===== src/rtl/note_game_controller_pkg.sv =====
// Shared game constants, state encoding and geometry
// used by the controller and the VGA pixel painter.
package game_pkg;

  typedef enum logic [1:0] {
    IDLE = 2'd0,
    PLAY = 2'd1,
    OVER = 2'd2
  } state_t;

  localparam logic [11:0] BLACK = 12'h000;
  localparam logic [11:0] WHITE = 12'hFFF;
  localparam logic [11:0] RED   = 12'hF00;
  localparam logic [11:0] GREEN = 12'h0F0;

  localparam int H_MIN = 144;
  localparam int H_MAX = 784;

  localparam int NOTE_X0 = 340;
  localparam int NOTE_X1 = 380;
  localparam int NOTE_H  = 40;

  localparam int DEF_HIT_TOP = 400;
  localparam int DEF_HIT_BOT = 475;
  localparam int DEF_Y_MAX   = 779;
  localparam int DEF_START_Y = 320;

  function automatic logic in_win(
    input logic [9:0] y,
    input logic [9:0] top,
    input logic [9:0] bot
  );
    return (y >= top) && (y <= bot);
  endfunction

endpackage


===== src/rtl/note_game_controller_if.sv =====
// Player/painter side bundle of the note game controller:
// start/button in, note position, score and status out.
interface note_game_controller_if;
  logic        start;
  logic        button;
  logic [9:0]  note_y;
  logic [15:0] score;
  logic [3:0]  misses;
  logic [1:0]  state;
  logic        hit_pulse;
  logic        miss_pulse;

  modport master (
    output start, button,
    input  note_y, score, misses, state,
    input  hit_pulse, miss_pulse
  );

  modport slave (
    input  start, button,
    output note_y, score, misses, state,
    output hit_pulse, miss_pulse
  );
endinterface


===== src/rtl/note_game_controller_tick_divider.sv =====
// Note fall-rate divider: tick every DIV enabled cycles,
// count held at zero while disabled.
module tick_divider #(
  parameter int DIV = 500000
) (
  input  logic clk,
  input  logic reset,
  input  logic en,
  output logic tick
);
  localparam int W = (DIV > 2) ? $clog2(DIV) : 1;

  logic [W-1:0] cnt;

  assign tick = en && (cnt == W'(DIV - 1));

  // free-run while enabled, wrap on the terminal count
  always_ff @(posedge clk) begin
    if (reset || !en) cnt <= '0;
    else if (tick)    cnt <= '0;
    else              cnt <= cnt + 1'b1;
  end
endmodule


===== src/rtl/note_game_controller.sv =====
// Falling-note rhythm game sequencer: state machine,
// note position, hit judging, score and miss counters.
module note_game_controller
  import game_pkg::*;
#(
  parameter int TICK_DIV   = 500000,
  parameter int Y_MAX      = DEF_Y_MAX,
  parameter int START_Y    = DEF_START_Y,
  parameter int HIT_TOP    = DEF_HIT_TOP,
  parameter int HIT_BOT    = DEF_HIT_BOT,
  parameter int MAX_MISSES = 3
) (
  input  logic clk,
  input  logic reset,
  note_game_controller_if.slave bus
);
  state_t      state_q, state_d;
  logic [9:0]  note_y_q, note_y_d;
  logic [15:0] score_q, score_d;
  logic [3:0]  misses_q, misses_d;
  logic        armed_q, armed_d;
  logic        btn_q;
  logic        hit_q, hit_d;
  logic        miss_q, miss_d;
  logic        tick, en, press;

  assign en    = (state_q == PLAY) && !bus.start;
  assign press = bus.button && !btn_q;

  tick_divider #(.DIV(TICK_DIV)) u_div (
    .clk   (clk),
    .reset (reset),
    .en    (en),
    .tick  (tick)
  );

  // state register; reset dominates everything
  always_ff @(posedge clk) begin
    if (reset) begin
      state_q  <= IDLE;
      note_y_q <= 10'(START_Y);
      score_q  <= '0;
      misses_q <= '0;
      armed_q  <= 1'b1;
      btn_q    <= 1'b0;
      hit_q    <= 1'b0;
      miss_q   <= 1'b0;
    end else begin
      state_q  <= state_d;
      note_y_q <= note_y_d;
      score_q  <= score_d;
      misses_q <= misses_d;
      armed_q  <= armed_d;
      btn_q    <= bus.button;
      hit_q    <= hit_d;
      miss_q   <= miss_d;
    end
  end

  // next state: start, hit judging and note stepping
  always_comb begin
    state_d  = state_q;
    note_y_d = note_y_q;
    score_d  = score_q;
    misses_d = misses_q;
    armed_d  = armed_q;
    hit_d    = 1'b0;
    miss_d   = 1'b0;
    if (bus.start) begin
      state_d  = PLAY;
      note_y_d = '0;
      score_d  = '0;
      misses_d = '0;
      armed_d  = 1'b1;
    end else begin
      unique case (1'b1)
        (state_q == PLAY): begin
          if (press && armed_q &&
              in_win(note_y_q, 10'(HIT_TOP), 10'(HIT_BOT))) begin
            if (score_q != 16'hFFFF) score_d = score_q + 16'd1;
            armed_d = 1'b0;
            hit_d   = 1'b1;
          end
          if (tick) begin
            if (note_y_q == 10'(Y_MAX)) begin
              note_y_d = '0;
              armed_d  = 1'b1;
              if (armed_q) begin
                misses_d = misses_q + 4'd1;
                miss_d   = 1'b1;
                if (misses_d == 4'(MAX_MISSES)) state_d = OVER;
              end
            end else begin
              note_y_d = note_y_q + 10'd1;
            end
          end
        end
        (state_q == IDLE),
        (state_q == OVER): ;
        default: state_d = IDLE;
      endcase
    end
  end

  assign bus.note_y     = note_y_q;
  assign bus.score      = score_q;
  assign bus.misses     = misses_q;
  assign bus.state      = state_q;
  assign bus.hit_pulse  = hit_q;
  assign bus.miss_pulse = miss_q;
endmodule


===== src/flat_wrapper.sv =====
// flat-port wrapper written by rule: the top's interface ports become plain ports
module note_game_controller_flat import game_pkg::*;
#(
  parameter int TICK_DIV   = 500000,
  parameter int Y_MAX      = DEF_Y_MAX,
  parameter int START_Y    = DEF_START_Y,
  parameter int HIT_TOP    = DEF_HIT_TOP,
  parameter int HIT_BOT    = DEF_HIT_BOT,
  parameter int MAX_MISSES = 3
)
  (clk, reset, bus_start, bus_button, bus_note_y, bus_score, bus_misses, bus_state, bus_hit_pulse, bus_miss_pulse);
  note_game_controller_if bus_i ();
  input  logic clk;
  input  logic reset;
  input wire logic [$bits(bus_i.start)-1:0] bus_start;
  input wire logic [$bits(bus_i.button)-1:0] bus_button;
  output wire logic [$bits(bus_i.note_y)-1:0] bus_note_y;
  output wire logic [$bits(bus_i.score)-1:0] bus_score;
  output wire logic [$bits(bus_i.misses)-1:0] bus_misses;
  output wire logic [$bits(bus_i.state)-1:0] bus_state;
  output wire logic [$bits(bus_i.hit_pulse)-1:0] bus_hit_pulse;
  output wire logic [$bits(bus_i.miss_pulse)-1:0] bus_miss_pulse;
  assign bus_i.start = bus_start;
  assign bus_i.button = bus_button;
  assign bus_note_y = bus_i.note_y;
  assign bus_score = bus_i.score;
  assign bus_misses = bus_i.misses;
  assign bus_state = bus_i.state;
  assign bus_hit_pulse = bus_i.hit_pulse;
  assign bus_miss_pulse = bus_i.miss_pulse;
  note_game_controller #(.TICK_DIV(TICK_DIV), .Y_MAX(Y_MAX), .START_Y(START_Y), .HIT_TOP(HIT_TOP), .HIT_BOT(HIT_BOT), .MAX_MISSES(MAX_MISSES)) u_core (.clk(clk), .reset(reset), .bus(bus_i));
endmodule

===== config.mk =====
export PLATFORM = sky130hd
export DESIGN_NAME = note_game_controller_flat
export DESIGN_NICKNAME = d
export VERILOG_FILES = /design/src/rtl/note_game_controller_pkg.sv /design/src/rtl/note_game_controller_if.sv /design/src/rtl/note_game_controller_tick_divider.sv /design/src/rtl/note_game_controller.sv /design/src/flat_wrapper.sv
export SDC_FILE = /design/constraint.sdc
export NUM_CORES = 1
export LEC_CHECK = 0
export CAP_MARGIN = 20
export CORE_ASPECT_RATIO = 1.2
export CORE_MARGIN = 1.5
export CORE_UTILIZATION = 50
export CTS_CLUSTER_DIAMETER = 40
export CTS_CLUSTER_SIZE = 30
export DETAILED_ROUTE_END_ITERATION = 10
export PLACE_DENSITY = 0.8
export REMOVE_ABC_BUFFERS = 1
export SLEW_MARGIN = 20
export SYNTH_ARGS = -nofsm -noshare
export SYNTH_HDL_FRONTEND = slang
export SYNTH_SLANG_ARGS = --single-unit

===== constraint.sdc =====
create_clock -name clk -period 2.3 [get_ports clk]
set_input_delay 0.46 -clock clk [delete_from_list [all_inputs] [get_ports clk]]
set_output_delay 0.46 -clock clk [all_outputs]
set_load 0.01 [all_outputs]

Yosys cells after proc, flatten, opt, wreduce, memory -nomap -nowiden
Cells that the tools add are included.
{"block": "totals", "regBits": 55, "ram_bits": 0, "romBits": 0, "elab_cells": 75, "in_bits": 4, "mem_count": 0, "latchBits": 0, "output_inout_bits": 34}
{"block": "classes", "multipliers": 0, "n_bitwise": 4, "n_shift": 0, "n_addsub": 4, "n_mux": 15, "order_cmp": 2, "div": 0, "n_reduce_logical": 24, "eq_ne": 15}
{"op": "$mux 9", "n": 3}
{"op": "$add 19x1->19 const B", "n": 1}
{"op": "$eq 19x19->1 const B", "n": 1}
{"op": "$add 16x1->16 const B", "n": 1}
{"op": "$ne 16x16->1 const B", "n": 1}
{"op": "$add 10x1->10 const B", "n": 1}
{"op": "$eq 10x10->1 const B", "n": 1}
{"op": "$ge 10x9->1 const B", "n": 1}
{"op": "$le 10x9->1 const B", "n": 1}
{"op": "$mux 10", "n": 1}
{"op": "$reduce_and 5->1", "n": 2}
{"op": "$mux 2", "n": 4}
{"op": "$logic_and 1x1->1", "n": 6}
{"op": "$mux 1", "n": 6}
{"op": "$ne 2x2->1 const B", "n": 3}
{"op": "$ne 3x2->1 const B", "n": 2}
{"op": "$ne 3x3->1 const B", "n": 2}
{"op": "$reduce_or 2->1", "n": 3}
{"op": "$reduce_or 5->1", "n": 1}
{"op": "$add 4x1->4 const B", "n": 1}
{"op": "$eq 4x2->1 const B", "n": 1}
{"op": "$ne 2x1->1 const B", "n": 2}
{"op": "$not 1->1", "n": 4}
{"op": "$pmux 2 s2", "n": 1}
{"op": "other kinds (10)", "n": 14}

Longest topological paths before layout
Gate-level depths: netlist (run 1).
{"block": "depth", "word_depth": 8, "ltp_mapped": 8}

Cells and area by module
A second synthesis (run 1) with hierarchy kept.
{"block": "unflattened", "cells_unflattened": 324, "hier_area_um2": 2737.6}
{"mod": "note_game_controller", "area_per_inst_um2": 1826.8, "n_inst": 1, "cells_each": 222}
{"mod": "tick_divider", "area_per_inst_um2": 910.9, "n_inst": 1, "cells_each": 102}

Least setup slack after synthesis (run 1)
Ideal clock, no wire load.
{"block": "synth_path", "path_kind": "register -> register", "from": "reg u_core.state_q[0] (netlist: u_core.bus.state[0])", "to": "reg u_core.score_q[5] (netlist: u_core.bus.score[5])", "path_slack_ps": 219, "stages_incl_launch_ff": 8, "synth_period_minus_slack_ps": 2081, "t_required_ps": 2230, "setup_ps": 70, "path_buffers": 2, "arrival_time_ps": 2011, "cell_sequence": "dfxtp_1 nand2b_4 buf_6 or4b_4 a2111o_1 buf_6 or3_1 a21oi_1"}
{"block": "synth_via", "elab_chain_len": 2}
{"item": "from (decl)", "line": "note_game_controller.sv:17", "source": "state_t state_q, state_d;"}
{"item": "from (signal assigned)", "line": "note_game_controller.sv:49", "source": "state_q <= state_d;"}
{"item": "$eq 2x1->1", "line": "note_game_controller.sv:77", "source": "(state_q == PLAY): begin"}
{"item": "$reduce_and 3->1 (no source line)"}
{"item": "to (signal assigned)", "line": "note_game_controller.sv:51", "source": "score_q <= score_d;"}
{"item": "to (decl)", "line": "note_game_controller.sv:19", "source": "logic [15:0] score_q, score_d;"}
Every way passes these cells.
A chain may end at the register's enable or synchronous reset.

Worst setup path in the final report (run 1)
{"block": "layout_path", "from": "reg u_core.note_y_q[8] (netlist: u_core.bus.note_y[8])", "to": "reg u_core.score_q[9] (netlist: u_core.bus.score[9])"}
{"block": "layout_via", "elab_chain_len": 4, "word_cells_on_any_way": 5, "cone_classes": "order compare (2); reduce/logical (3)"}
{"item": "from (decl)", "line": "note_game_controller.sv:18", "source": "logic [9:0] note_y_q, note_y_d;"}
{"item": "from (signal assigned)", "line": "note_game_controller.sv:41", "source": "note_y_q <= 10'(START_Y);"}
{"item": "from (signal assigned)", "line": "note_game_controller.sv:50", "source": "note_y_q <= note_y_d;"}
{"item": "$ge 10x9->1 / $le 10x9->1 (equally long branches)", "line": "note_game_controller_pkg.sv:33", "source": "return (y >= top) && (y <= bot);"}
{"item": "$logic_and 1x1->1 *", "line": "note_game_controller_pkg.sv:33"}
{"item": "$logic_and 1x1->1 *", "line": "note_game_controller.sv:78", "source": "if (press && armed_q &&"}
{"item": "$reduce_and 3->1 (no source line) *"}
Every way passes the cells marked *; elsewhere a longest branch is shown, timed or not.

==> metrics, run 1 <==
# nets final=a little under 400; leakage power=between 1 and 1.5 nW; dpl hpwl=between 4000 and 5000 µm; RSZ-0062 raised after global routing=false; Inst Count DP=~430; Detail Route Antenna Nets=0; final worst slack=slightly below 0.2 ns; Via density=5.71; PwrDens=about 470 nW/µm²; CP max stage delay=roughly 0.5 ns; #FFs+latches synth=55; post-route minimum period=between 2 and 2.5 ns; buffers and inverters on the worst path=1; R2R cell count=6; Final Max Tran Viols=0; Critical Path End Type=register; Synth Instances=roughly 320; GRT Util Overall=0.225; CTS Buf Count=5; worst path required time=approximately 2.6 ns; Mapped Area=2680 µm²; Crit Path Category=register to register; CP endpoint=u_core.bus.score[9]; Seq/Total Area, Yosys=0.411; Worst Skew=0.0127 ns; DRC Markers=0; Die Ht=83.2 µm; Final Hold Fails=0; final setup violation count=0; most frequent cells after synthesis=dfxtp_1 (55), nor2_1 (41), nand2_1 (26); Final Util=0.648; worst path cell trace=nand2_1 > or4b_4 > a2111o_1 > buf_2 > or3_1 > a21oi_1; Async S/R FF share, synth=0; initial drt markers=just over 80; Worst-Margin Slew=~0.63 ns; Area Growth Syn to Fin=26.4%; CP Depth=6; grt total ovfl=0; Hold WC Path Type=register to register; first-pass GRT wire length=approximately 11,000 µm; startpoint types=register; largest fanout on the critical path=6; clock-pin slew on the worst setup and hold paths=between 0.1 and 0.15 ns; FF-to-FF setup slack=0.20 ns; pre-CTS setup slack=-0.433 ns; Antenna Cells=0; total negative slack=0 ns; Synth area leaders=dfxtp_1 (41%), nor2_1 (5.7%), xnor2_1 (3.9%); later-pin clock latency in the skew report=~0.32 ns; Peak supply drop=0.316 mV; CTS tree=yes; wire per inst=~14 µm; die footprint=5810 µm²; R2R Path End=u_core.bus.score[9]; Peak Freq=about 480 MHz; CTS H-tree depth=2; antenna violations before repair=0; most area-hungry cell type in the Yosys netlist=dfxtp_1; DRT Wirelength=between 6000 and 7000 µm; Synth Flop Type=dfxtp_1; maximum clock insertion buffer count=2; most common cell in the synthesized netlist=dfxtp_1; share of the synthesized area in the top cell type=0.411; worst rel slew slack=0.575; IO Pins=38; die extent in x=between 60 and 70 µm; CP top delay family=simple AND/OR/NAND/NOR gates; Setup crit start=u_core.bus.note_y[8]; Post-CTS Hold Buffers=0; reg-to-reg startpoint=u_core.bus.note_y[8]; total number of vias=between 2,000 and 3,000; post-synth cell types=47; number of flops mapped to enable cells by yosys=0; share of cells above drive strength 1=0.121; Sinks on Clock Net=55; status=finished, final reports clean; YS warnings=0; clk root buf=clkbuf_8; slowest cell on the critical path=or4b_4; crit share post-route=0.914; starting density of the core=0.513; Core ar.=roughly 5200 µm²; pin count of the biggest net entering global routing=27; IO buf count=37; Rows=29; Initial DRT Pass Iterations=4; Mean Syn Cell Area=between 8 and 9 µm²; max cap viols=0; Final GP Congestion=around 0.95; crit path DAT=approximately 2.4 ns; post-route insts no fill=~440; vias in the first global route=around 2,300
-- layer usage --
| metal | up-vias | GRT usage | part of all wire | wire length, µm |
|---|---|---|---|---|
| met5 | - | 0 | 0 | 0 |
| met4 | 0 | 0.0927 | 0.017 | 106 |
| met3 | 9 | 0.0449 | 0.035 | 214 |
| met2 | 54 | 0.402 | 0.53 | 3250 |
| met1 | 1196 | 0.260 | 0.42 | 2600 |
| li1 | 1272 | - | - | - |
-- power by group --
group	internal [mW]	total, mW	switching [mW]
sequential	0.957	0.962	0.00453
combinational	0.0328	0.0707	0.0379
clock	0.215	0.543	0.328
-- sequential cells by signal, summed over array words and instances, names as in the netlist --
name                   count
u_core.armed_q             1
u_core.btn_q               1
u_core.bus.hit_pulse       1
u_core.bus.miss_pulse      1
u_core.bus.misses          4
u_core.bus.note_y         10
u_core.bus.score          16
u_core.bus.state           2
u_core.u_div.cnt          19
-- cells in the final DEF, fill, tap and decap left out, drive strengths merged, types with 12 or more instances in the layout --
master,count
dfxtp,55
nor2,41
clkdlybuf4s50,36
buf,30
nand2,26
a21oi,20
nand3,17
xor2,12
xnor2,12
-- worst reg2reg max path, cell delays in order (launching register included) --
cell	delay (ns)
dfxtp_1	0.41
nand2_1	0.13
or4b_4	0.50
a2111o_1	0.38
buf_2	0.19
or3_1	0.30
a21oi_1	0.13
-- repair_timing --
action | in CTS | in global routing
buffers inserted | 4 | 0
resized for setup | 2 | 1
setup endpoints to repair | 6 | 8
pin swaps | 1 | 1
-- cell families after synthesis --
group | count (synthesis) | share of synthesized area
flops | 55 | 0.411
compound gates | 51 | 0.121
xor+xnor | 24 | 0.0785
buf+inv | 21 | 0.0350
fa+ha+maj | 6 | 0.0280
simple gates | 159 | 0.323
mux | 1 | 0.00374
-- how the worst min path moves through the flow --
stage | slack, ns | end | startpoint | cells past startpoint
detailed placement | 0.45 | u_core.u_div.cnt[0] | u_core.u_div.cnt[0] | 1
floorplan | 0.42 | u_core.u_div.cnt[0] | u_core.u_div.cnt[0] | 1
global route | 0.49 | u_core.u_div.cnt[0] | u_core.u_div.cnt[0] | 1
finish | 0.45 | u_core.u_div.cnt[0] | u_core.u_div.cnt[0] | 1
CTS | 0.46 | u_core.u_div.cnt[0] | u_core.u_div.cnt[0] | 1
global placement | 0.43 | u_core.u_div.cnt[0] | u_core.u_div.cnt[0] | 1
-- stage by stage --
step                      hold WS [ns]  power [mW]  instance area, µm²
after floorplan                  0.418        1.01                2620
after global placement           0.427        1.05                3270
after detailed placement         0.447        1.05                3270
after CTS                        0.461        1.59                3380
after global routing             0.488        1.64                3390
final                            0.452        1.58                3390
-- cell type report --
| cell class | count | area, µm² |
|---|---|---|
| multi-input combinational | 241 | 1490 |
| sequential | 55 | 1100 |
| fill | 449 | 1840 |
| inverter | 10 | 37.5 |
| timing repair buffer | 67 | 592 |
| clock inverter | 3 | 18.8 |
| clock buffer | 5 | 68.8 |
| tap | 62 | 77.6 |
Note: power is estimated with default switching activity, not from simulation.
==> run 2, diff against run 1 <==
- CORE_MARGIN: 1.5 -> not set
==> metrics, run 2 (synthesis results as in run 1) <==
status=finished, final reports clean (unchanged); Detail Route Antenna Nets=0 (unchanged); slowest cell on the critical path=or4b_4 (unchanged); die footprint=5660 µm² (was 5810 µm²); Core ar.=5040 µm² (was 5230 µm²); clk root buf=clkbuf_8 (unchanged); Crit Path Category=register to register (unchanged); Area Growth Syn to Fin=25.6% (was 26.4%); first-pass GRT wire length=9640 µm (was 10,600 µm); commonest non-fill, non-tap cell in the layout=dfxtp_1 (unchanged); Sinks on Clock Net=55 (unchanged); starting density of the core=0.531 (was 0.513); later-pin clock latency in the skew report=0.31 ns (was 0.32 ns); worst path required time=2.55 ns (was 2.57 ns); DRC Markers=0 (unchanged); Peak supply drop=0.467 mV (was 0.316 mV); max cap viols=0 (unchanged); commonest cells after routing, fill and taps aside=dfxtp_1 (55), nor2_1 (41), clkdlybuf4s50_1 (36), nand2_1 (26), buf_4 (25) (was dfxtp_1 (55), nor2_1 (41), clkdlybuf4s50_1 (36), buf_4 (29), nand2_1 (26)); Final GP Congestion=0.828 (was 0.947); Worst Skew=0.0121 ns (was 0.0127 ns); Biggest register=u_core.u_div.cnt (unchanged); dpl hpwl=4300 µm (was 4500 µm); Peak Freq=473 MHz (was 476 MHz); Critical Path End Type=register (unchanged); pin count of the biggest net entering global routing=27 (unchanged); PwrDens=466 nW/µm² (was 465 nW/µm²); GRT Util Overall=0.224 (was 0.225); RSZ-0062 raised after global routing=false (unchanged); FF-to-FF setup slack=0.19 ns (was 0.20 ns); Via density=5.82 (was 5.71); CP max stage delay=0.56 ns (was 0.50 ns); R2R cell count=6 (unchanged); wire per inst=13.4 µm (was 13.9 µm); Post-CTS Hold Buffers=0 (unchanged); die extent in x=68.8 µm (was 69.8 µm); Worst Hold Depth=1 (unchanged); Worst-Margin Slew=0.620 ns (was 0.633 ns); hold_sp=u_core.u_div.cnt[0] (unchanged); share of cells above drive strength 1=0.114 (was 0.121); crit path DAT=2.36 ns (was 2.37 ns); startpoint types=register (unchanged); final worst slack=0.185 ns (was 0.197 ns); post-route minimum period=2.11 ns (was 2.10 ns); IO buf count=37 (unchanged); Die Ht=82.2 µm (was 83.2 µm); grt total ovfl=0 (unchanged); Worst Hold Endpoint=u_core.u_div.cnt[0] (unchanged); buffers and inverters on the worst path=1 (unchanged); max reg flops=19 (unchanged); CTS tree=yes (unchanged); largest fanout on the critical path=5 (was 6); Rows=28 (was 29); IO Pins=38 (unchanged); Hold WC Path Type=register to register (unchanged); R2R Path End=u_core.bus.score[5] (was u_core.bus.score[9]); reg-to-reg startpoint=u_core.bus.note_y[9] (was u_core.bus.note_y[8]); Initial DRT Pass Iterations=4 (unchanged); clock-pin slew on the worst setup and hold paths=0.11 ns (about the same); initial drt markers=77 (was 81); total number of vias=2,547 (was 2,531); leakage power=1.08 nW (was 1.10 nW); worst rel slew slack=0.587 (was 0.575); total negative slack=0 ns (unchanged); CTS Buf Count=5 (unchanged); Final Hold Fails=0 (unchanged); pre-CTS setup slack=-0.348 ns (was -0.433 ns); Final Max Tran Viols=0 (unchanged); CTS H-tree depth=2 (unchanged); vias in the first global route=2,207 (was 2,343); Antenna Cells=0 (unchanged); crit share post-route=0.920 (was 0.914); DRT Wirelength=5860 µm (was 6180 µm); CP top delay family=simple AND/OR/NAND/NOR gates (unchanged); worst path cell trace=nand4bb_1 > or4b_4 > a2111o_1 > buf_6 > or3_1 > a21oi_1 (was nand2_1 > or4b_4 > a2111o_1 > buf_2 > or3_1 > a21oi_1); antenna violations before repair=0 (unchanged); maximum clock insertion buffer count=2 (unchanged); final setup violation count=0 (unchanged); # nets final=387 (was 390)
run 2: cell count changes in the layout (fill, tap and decap cells not counted):
| cell | delta |
|---|---|
| o21ai_1 | +2 |
| inv_6 | -1 |
| buf_6 | +1 |
| clkinv_2 | -1 |
| o21ai_0 | -2 |
| buf_4 | -4 |
| clkinvlp_4 | +2 |
run 2: routing by layer:
layer,up-vias,part of all wire,global-route usage
li1,1262,-,-
met1,1210,0.45,0.254
met2,62,0.50,0.412
met3,13,0.032,0.0371
met4,0,0.019,0.0837
met5,-,0,0
run 2: what timing repair did:
action | in CTS | in global routing
resized for setup | 4 | 1
setup endpoints to repair | 5 | 5
pin swaps | 7 | 1
cloned | 1 | 0
buffers inserted | 2 | 0
run 2: where the power goes:
| group | leakage, nW | internal, mW | switching (mW) | total, mW |
|---|---|---|---|---|
| combinational | 0.595 | 0.0320 | 0.0366 | 0.0687 |
| sequential | 0.444 | 0.957 | 0.00483 | 0.962 |
| clock | 0.0402 | 0.213 | 0.325 | 0.538 |
run 2: through the flow:
| step | hold slack (ns) | area [µm²] | total power [mW] | std cells | utilization |
|---|---|---|---|---|---|
| finish | 0.456 | 3370 | 1.57 | 438 | 0.667 |
| global route | 0.492 | 3370 | 1.62 | 438 | 0.667 |
| CTS | 0.462 | 3360 | 1.59 | 438 | 0.666 |
| detailed placement | 0.448 | 3250 | 1.05 | 427 | 0.644 |
| global placement | 0.426 | 3250 | 1.05 | 427 | 0.644 |
| floorplan | 0.418 | 2620 | 1.01 | 306 | - |
run 2: worst max-delay path by stage:
stage / startpoint / endpoint / slack (ns) / cells after the start
after floorplan: bus_button / u_core.bus.score[13] / 0.20 / 5
after global placement: bus_button / u_core.bus.score[3] / -0.31 / 7
after detailed placement: bus_button / u_core.bus.score[15] / -0.35 / 7
after CTS: u_core.bus.note_y[9] / u_core.bus.score[5] / 0.1 / 6
after global routing: u_core.btn_q / u_core.bus.score[9] / 0.09 / 6
final: u_core.bus.note_y[9] / u_core.bus.score[5] / 0.19 / 6
run 2: worst register-to-register path: stages, from the launching register on:
cell and delay, ns:
dfxtp_1 0.32, nand4bb_1 0.21, or4b_4 0.56, a2111o_1 0.37
buf_6 0.15, or3_1 0.30, a21oi_1 0.12
run 2: cell type report:
| class | count | area [µm²] |
|---|---|---|
| Clock buffer | 5 | 68.8 |
| Inverter | 10 | 37.5 |
| Tap cell | 60 | 75.1 |
| Timing Repair Buffer | 64 | 573 |
| Sequential cell | 55 | 1100 |
| Clock inverter | 3 | 20.0 |
| Fill cell | 434 | 1680 |
| Multi-Input combinational cell | 241 | 1490 |
